===== src/rtl/jump_pkg.sv =====
// Shared state type, default parameters and arc-width helper for the Dino jump engine.
// Optional macro VARIABLE_JUMP_EN: releasing the button mid-rise cuts the arc short.
package jump_pkg;

  typedef enum logic [1:0] {
    IDLE     = 2'd0,
    AIR      = 2'd1,
    COOLDOWN = 2'd2
  } jump_state_t;

  localparam int TICK_DIV_DEF        = 1_350_000;
  localparam int DEBOUNCE_CYCLES_DEF = 270_000;
  localparam int HEIGHT_W_DEF        = 6;
  localparam int MAX_HEIGHT_DEF      = 20;
  localparam int V0_DEF              = 5;
  localparam int GRAVITY_DEF         = 1;
  localparam int COOLDOWN_TICKS_DEF  = 3;

  // Sign bit plus one overflow bit so height+vel never wraps before clamping.
  localparam int ARC_PAD = 2;

  function automatic int arc_w(input int hw);
    return hw + ARC_PAD;
  endfunction

endpackage


===== src/rtl/jump_arc_if.sv =====
// Button/game inputs and jump outputs between the board glue and the jump engine.
interface jump_arc_if #(
  parameter int HEIGHT_W = 6
);
  logic                btn_n;
  logic                game_run;
  logic [HEIGHT_W-1:0] jump_height;
  logic                airborne;
  logic                jump_start;
  logic                land;

  modport master (
    output btn_n, game_run,
    input  jump_height, airborne, jump_start, land
  );

  modport slave (
    input  btn_n, game_run,
    output jump_height, airborne, jump_start, land
  );
endinterface


===== src/rtl/btn_debounce.sv =====
// Two-flop synchroniser and stable-count debouncer for an active-low raw button.
module btn_debounce
  import jump_pkg::*;
#(
  parameter int DEBOUNCE_CYCLES = DEBOUNCE_CYCLES_DEF
) (
  input  logic clk,
  input  logic rst,
  input  logic btn_n,
  output logic pressed_db,
  output logic press_evt,
  output logic rel_evt
);
  localparam int DW = (DEBOUNCE_CYCLES > 1) ? $clog2(DEBOUNCE_CYCLES) : 1;
  localparam logic [DW-1:0] DB_LAST = DW'(DEBOUNCE_CYCLES - 1);

  logic [1:0]    sync_q;
  logic [DW-1:0] cnt;
  logic          pressed_sync;

  assign pressed_sync = ~sync_q[1];

  // Counter tracks consecutive samples that disagree with the accepted level.
  always_ff @(posedge clk or posedge rst) begin
    if (rst) begin
      sync_q     <= 2'b11;
      cnt        <= '0;
      pressed_db <= 1'b0;
      press_evt  <= 1'b0;
      rel_evt    <= 1'b0;
    end else begin
      sync_q    <= {sync_q[0], btn_n};
      press_evt <= 1'b0;
      rel_evt   <= 1'b0;
      if (pressed_sync == pressed_db) begin
        cnt <= '0;
      end else if (cnt == DB_LAST) begin
        cnt        <= '0;
        pressed_db <= pressed_sync;
        press_evt  <= pressed_sync;
        rel_evt    <= ~pressed_sync;
      end else begin
        cnt <= cnt + 1'b1;
      end
    end
  end

endmodule


===== src/rtl/jump_arc_controller.sv =====
// Dino jump engine: debounced edge-triggered jump, gravity arc per physics tick, landing cooldown.
// Optional macro VARIABLE_JUMP_EN: a release while rising zeroes velocity for short hops.
module jump_arc_controller
  import jump_pkg::*;
#(
  parameter int TICK_DIV        = TICK_DIV_DEF,
  parameter int DEBOUNCE_CYCLES = DEBOUNCE_CYCLES_DEF,
  parameter int HEIGHT_W        = HEIGHT_W_DEF,
  parameter int MAX_HEIGHT      = MAX_HEIGHT_DEF,
  parameter int V0              = V0_DEF,
  parameter int GRAVITY         = GRAVITY_DEF,
  parameter int COOLDOWN_TICKS  = COOLDOWN_TICKS_DEF
) (
  input logic       clk,
  input logic       rst,
  jump_arc_if.slave bus
);
  localparam int SW = arc_w(HEIGHT_W);
  localparam int TW = $clog2(TICK_DIV);
  localparam int CW = (COOLDOWN_TICKS > 1) ? $clog2(COOLDOWN_TICKS) : 1;

  localparam logic signed [SW-1:0] VEL_0   = SW'(V0);
  localparam logic signed [SW-1:0] VEL_G   = SW'(GRAVITY);
  localparam logic signed [SW-1:0] VEL_MIN = SW'(-MAX_HEIGHT);
  localparam logic signed [SW-1:0] H_MAX   = SW'(MAX_HEIGHT);
  localparam logic [TW-1:0]        TICK_LAST = TW'(TICK_DIV - 1);
  localparam logic [CW-1:0]        CD_LAST   = CW'(COOLDOWN_TICKS - 1);

  logic pressed_db, press_evt, rel_evt;
  logic unused_db;

  btn_debounce #(
    .DEBOUNCE_CYCLES(DEBOUNCE_CYCLES)
  ) u_db (
    .clk        (clk),
    .rst        (rst),
    .btn_n      (bus.btn_n),
    .pressed_db (pressed_db),
    .press_evt  (press_evt),
    .rel_evt    (rel_evt)
  );

  assign unused_db = pressed_db ^ rel_evt;

  // Free-running physics tick; never paused by state or game_run.
  logic [TW-1:0] tick_cnt;
  logic          tick;

  assign tick = (tick_cnt == TICK_LAST);

  always_ff @(posedge clk or posedge rst) begin
    if (rst)       tick_cnt <= '0;
    else if (tick) tick_cnt <= '0;
    else           tick_cnt <= tick_cnt + 1'b1;
  end

  jump_state_t          state;
  logic signed [SW-1:0] vel;
  logic [HEIGHT_W-1:0]  height;
  logic [CW-1:0]        cd_cnt;
  logic                 airborne, jump_start, land;

  logic signed [SW-1:0] vel_cur, vel_dec, vel_next, h_next;
  logic                 h_ground, h_over;

  always_comb begin
    vel_cur = vel;
`ifdef VARIABLE_JUMP_EN
    if (rel_evt && !vel[SW-1] && (vel != '0)) vel_cur = '0;
`endif
    h_next   = $signed({{ARC_PAD{1'b0}}, height}) + vel_cur;
    vel_dec  = vel_cur - VEL_G;
    vel_next = (vel_dec < VEL_MIN) ? VEL_MIN : vel_dec;
    h_ground = h_next[SW-1] || (h_next == '0);
    h_over   = (h_next > H_MAX);
  end

  always_ff @(posedge clk or posedge rst) begin
    if (rst) begin
      state      <= IDLE;
      vel        <= '0;
      height     <= '0;
      cd_cnt     <= '0;
      airborne   <= 1'b0;
      jump_start <= 1'b0;
      land       <= 1'b0;
    end else begin
      jump_start <= 1'b0;
      land       <= 1'b0;
      if (!bus.game_run) begin
        state    <= IDLE;
        vel      <= '0;
        height   <= '0;
        cd_cnt   <= '0;
        airborne <= 1'b0;
      end else begin
        case (state)
          IDLE: begin
            if (press_evt) begin
              state      <= AIR;
              vel        <= VEL_0;
              height     <= '0;
              jump_start <= 1'b1;
              airborne   <= 1'b1;
            end
          end
          AIR: begin
            // The tick overlapping the launch cycle is skipped so the arc starts cleanly.
            if (tick && !jump_start) begin
              if (h_ground) begin
                state    <= COOLDOWN;
                height   <= '0;
                vel      <= '0;
                cd_cnt   <= '0;
                land     <= 1'b1;
                airborne <= 1'b0;
              end else begin
                vel    <= vel_next;
                height <= h_over ? HEIGHT_W'(MAX_HEIGHT) : h_next[HEIGHT_W-1:0];
              end
            end
`ifdef VARIABLE_JUMP_EN
            else begin
              vel <= vel_cur;
            end
`endif
          end
          COOLDOWN: begin
            if (COOLDOWN_TICKS == 0) begin
              state <= IDLE;
            end else if (tick) begin
              if (cd_cnt == CD_LAST) begin
                state  <= IDLE;
                cd_cnt <= '0;
              end else begin
                cd_cnt <= cd_cnt + 1'b1;
              end
            end
          end
          default: begin
            state    <= IDLE;
            airborne <= 1'b0;
          end
        endcase
      end
    end
  end

  assign bus.jump_height = height;
  assign bus.airborne    = airborne;
  assign bus.jump_start  = jump_start;
  assign bus.land        = land;

endmodule


===== src/flat_wrapper.sv =====
// flat-port wrapper written by rule: the top's interface ports become plain ports
module jump_arc_controller_flat import jump_pkg::*;
#(
  parameter int TICK_DIV        = TICK_DIV_DEF,
  parameter int DEBOUNCE_CYCLES = DEBOUNCE_CYCLES_DEF,
  parameter int HEIGHT_W        = HEIGHT_W_DEF,
  parameter int MAX_HEIGHT      = MAX_HEIGHT_DEF,
  parameter int V0              = V0_DEF,
  parameter int GRAVITY         = GRAVITY_DEF,
  parameter int COOLDOWN_TICKS  = COOLDOWN_TICKS_DEF
)
  (clk, rst, bus_btn_n, bus_game_run, bus_jump_height, bus_airborne, bus_jump_start, bus_land);
  jump_arc_if #(.HEIGHT_W(HEIGHT_W)) bus_i ();
  input logic clk;
  input logic rst;
  input wire logic [$bits(bus_i.btn_n)-1:0] bus_btn_n;
  input wire logic [$bits(bus_i.game_run)-1:0] bus_game_run;
  output wire logic [$bits(bus_i.jump_height)-1:0] bus_jump_height;
  output wire logic [$bits(bus_i.airborne)-1:0] bus_airborne;
  output wire logic [$bits(bus_i.jump_start)-1:0] bus_jump_start;
  output wire logic [$bits(bus_i.land)-1:0] bus_land;
  assign bus_i.btn_n = bus_btn_n;
  assign bus_i.game_run = bus_game_run;
  assign bus_jump_height = bus_i.jump_height;
  assign bus_airborne = bus_i.airborne;
  assign bus_jump_start = bus_i.jump_start;
  assign bus_land = bus_i.land;
  jump_arc_controller #(.TICK_DIV(TICK_DIV), .DEBOUNCE_CYCLES(DEBOUNCE_CYCLES), .HEIGHT_W(HEIGHT_W), .MAX_HEIGHT(MAX_HEIGHT), .V0(V0), .GRAVITY(GRAVITY), .COOLDOWN_TICKS(COOLDOWN_TICKS)) u_core (.clk(clk), .rst(rst), .bus(bus_i));
endmodule

===== config.mk =====
export PLATFORM = sky130hd
export DESIGN_NAME = jump_arc_controller_flat
export DESIGN_NICKNAME = d
export VERILOG_FILES = /design/src/rtl/jump_pkg.sv /design/src/rtl/jump_arc_if.sv /design/src/rtl/btn_debounce.sv /design/src/rtl/jump_arc_controller.sv /design/src/flat_wrapper.sv
export SDC_FILE = /design/constraint.sdc
export NUM_CORES = 1
export LEC_CHECK = 0
export CORE_AREA = 2 2 90 92
export DETAILED_ROUTE_END_ITERATION = 8
export DIE_AREA = 0 0 92 94
export DONT_BUFFER_PORTS = 1
export PLACE_DENSITY = 0.7
export RECOVER_POWER = 25
export SLEW_MARGIN = 20
export SYNTH_ARGS = -nofsm -noshare
export SYNTH_HDL_FRONTEND = slang
export SYNTH_HIERARCHICAL = 1
export SYNTH_SLANG_ARGS = --single-unit
export TNS_END_PERCENT = 1

===== constraint.sdc =====
create_clock -name clk -period 4.6 [get_ports clk]
set_input_delay 0.23 -clock clk [delete_from_list [all_inputs] [get_ports clk]]
set_output_delay 0.23 -clock clk [all_outputs]
set_load 0.005 [all_outputs]

==> impl_metrics.py <==
metrics = {
    "route": {
        "firstDrtPassIters": 5,
        "wl_per_cell_um": 14.85,
        "routed-via-count": 2829,
        "first_iter_violations": 123,
        "drc_errors": 0,
        "ant_nets": 0,
        "wirelength_mm": 7.290,
        "via_per_inst": 5.762,
    },
    "cts": {
        "h-tree-depth": 3,
        "cts.sinks": 65,
        "cts_root_buffer": "clkbuf_8",
        "clk_path_buf_depth": 2,
        "cts_setup_buffers": 0,
        "cts_tree": "built",
        "clk_pin_slew_ns": 0.08,
        "ctsResizeCount": 0,
        "numCtsBuffers": 9,
        "clock_latency_ns": 0.34,
    },
    "pwr": {
        "combPwrFrac_pct": 6.1,
        "p_sw_w": 0.0002673,
        "power.internal_w": 0.0008813,
        "p_clk_share_pct": 42.9,
        "power_leakage_nw": 1.725,
        "pwr-share-seq_pct": 51.0,
        "ir_worst_vdd_uv": 166.7,
        "p_sw_share_pct": 23.27,
        "cellPowerDensity_nw_per_um2": 285.7,
    },
    "global_routing": {
        "antenna_found_initial": 0,
        "grt_pass1_vias": 2696,
        "grt_usage_pct": 17.96,
        "grt_first_pass_wirelength_mm": 12.36,
        "grt_overflow_total": 0,
        "grt_start_max_net_pins": 43,
    },
    "die": {
        "coreArea_um2": 7607,
        "dieArea_um2": 8648,
        "dieHeight_um": 94,
        "std_cell_rows": 32,
        "die_w_um": 92,
        "initial_core_util_pct": 49.41,
        "ios": 13,
    },
    "finish": {
        "nets": 399,
        "fin_area_um2": 4020,
        "area_growth_syn_to_layout_pct": 6.958,
        "antenna_cells": 0,
        "drive_above_1_share_pct": 10.54,
    },
    "critical_path": {
        "crit_path_end_kind": "flip-flop",
        "critPathLaunchType": "flip-flop",
        "setup.worst_path.class": "flip-flop to flip-flop",
        "crit_top_cell": "ha_1",
        "reg2reg_from": "u_core/vel[1]",
        "cp.arrival_ns": 3.45,
        "slowest_stage": "or4b_1",
        "crit_buf_inv": 1,
        "worstPathMaxFanout": 10,
        "rr_worst_depth": 12,
        "rrSetupSlack_ns": 1.35,
        "crit_required_ns": 4.80,
        "max_stage_delay_ns": 0.54,
        "path_cells": "inv_1 > ha_1 > or3b_1 > or2_1 > and3_1 > o211ai_1 > o21ai_0 > o221ai_1 > ha_1 > or4b_1 > nand4_1 > a21oi_1",
        "cp_top_family": "simple AND/OR/NAND/NOR gates",
        "r2r-end": "u_core/vel[6]",
    },
    "worst_hold_path": {
        "holdCritStartpoint": "bus_game_run",
        "hold_depth": 1,
        "hold_path_end": "u_core/bus.airborne",
        "hp-class": "input pin to flip-flop",
    },
    "sta": {
        "final.min_clock_period_ns": 3.253,
        "rsz0062_at_grt": "no",
        "setup_tns_ns": 0,
        "slew_violations": 43,
        "relSlewSlack_pct": -48.58,
        "fin_crit_sh_pct": 70.71,
        "finalSetupViolCount": 0,
        "worstMarginPinSlew_ns": 2.229,
        "fmax_ghz": 0.3074,
        "skew_ns": 0.01664,
        "hold_viol": 0,
    },
    "yosys": {
        "synth_nets": 398,
        "syn_area_um2": 3759,
        "syn_avg_cell_area_um2": 9.814,
        "synth-warning-count": 6,
        "syn_inst": 383,
    },
    "run": {
        "drv_cap": 1,
    },
    "place": {
        "globalplace.congestion": 0.8402,
        "dpl_cell_area_um2": 3805,
        "dp_hpwl_mm": 5.014,
        "port_buffers": 0,
    },
    "status": {
        "status": "finished, violations left",
        "violations": "max-capacitance violations, max-slew violations",
    },
}
## worst max-delay path by stage
stage | from | end | slack (ns) | cells after the start
2_1_floorplan | u_core/vel[1] | u_core/vel[6] | 1.58 | 13
3_3_place_gp | u_core/vel[1] | u_core/vel[6] | 1.51 | 12
3_5_place_dp | u_core/vel[1] | u_core/vel[6] | 1.39 | 12
4_1_cts | u_core/vel[1] | u_core/vel[6] | 1.36 | 12
5_1_grt | u_core/vel[1] | u_core/vel[6] | 1.13 | 12
6_report | u_core/vel[1] | u_core/vel[6] | 1.35 | 12
## power groups by stage
stage | Combinational [W] | Clock, W | Sequential, W
CTS | 0.0000711 | 0.000509 | 0.000586
global placement | 0.0000682 | 0 | 0.000596
finish | 0.0000700 | 0.000492 | 0.000586
global route | 0.0000798 | 0.000527 | 0.000587
floorplan | 0.0000584 | 0 | 0.000593
detailed placement | 0.0000696 | 0 | 0.000597
## cells in the final DEF, fill, tap and decap left out, types with 3 or more instances in the layout
cell type and count:
nand3b_1 3, clkbuf_8 11, nor2_1 40, xnor2_1 11
o31ai_1 5, a22o_1 3, nand3_1 17, nor4b_1 4
nor3_1 12, clkbuf_1 3, nand2b_1 4, and4_1 4
and2_1 7, nand4_1 12, nor2b_1 5, a21oi_1 16
ha_1 10, xor2_1 27, dfrtp_1 63, or3_1 6
and3_1 10, a31o_2 3, inv_1 10, nand2_1 27
o21ai_0 16
## layout make-up
class	count	area, µm²
Clock inverter	3	40.04
Multi-Input combinational cell	294	1999
Sequential cell	65	1629
Inverter	11	41.29
Tap cell	102	127.6
Timing Repair Buffer	3	23.77
Clock buffer	13	158.9
Fill cell	678	3587
## state kept, by name, indices dropped and copies added (netlist names)
| name | count |
|---|---|
| u_core/state | 2 |
| u_core/bus.airborne | 1 |
| u_core/cd_cnt | 2 |
| u_core/vel | 8 |
| u_core/u_db/sync_q | 2 |
| u_core/bus.land | 1 |
| u_core/tick_cnt | 21 |
| u_core/u_db/cnt | 19 |
| u_core/bus.jump_height | 6 |
| u_core/u_db/pressed_db | 1 |
| u_core/bus.jump_start | 1 |
| u_core/u_db/press_evt | 1 |
## per-stage QoR
step	hold slack (ns)	std cells	power (W)	utilization (%)	setup WS, ns
CTS	0.04204	491	0.001166	52.89	1.358
finish	0.05591	491	0.001149	52.85	1.347
detailed placement	0.2345	473	0.0006662	50.02	1.392
floorplan	0.2304	383	0.0006510	-	1.581
global placement	0.2345	473	0.0006647	50.02	1.513
global route	0.06125	491	0.001194	52.85	1.130
## routing by layer
metal | GRT usage, % | share of wire, % | up-vias
li1 | - | - | 1383
met1 | 23.76 | 48 | 1383
met2 | 29.17 | 47 | 51
met3 | 3.050 | 3.3 | 12
met4 | 7.836 | 1.8 | 0
met5 | 0 | 0 | -
## timing repair
action,CTS,global route
hold buffers,2,0
endpoints found under the hold margin,64,0
endpoints found under the setup margin,0,0
Note: power is estimated with default switching activity, not from simulation.
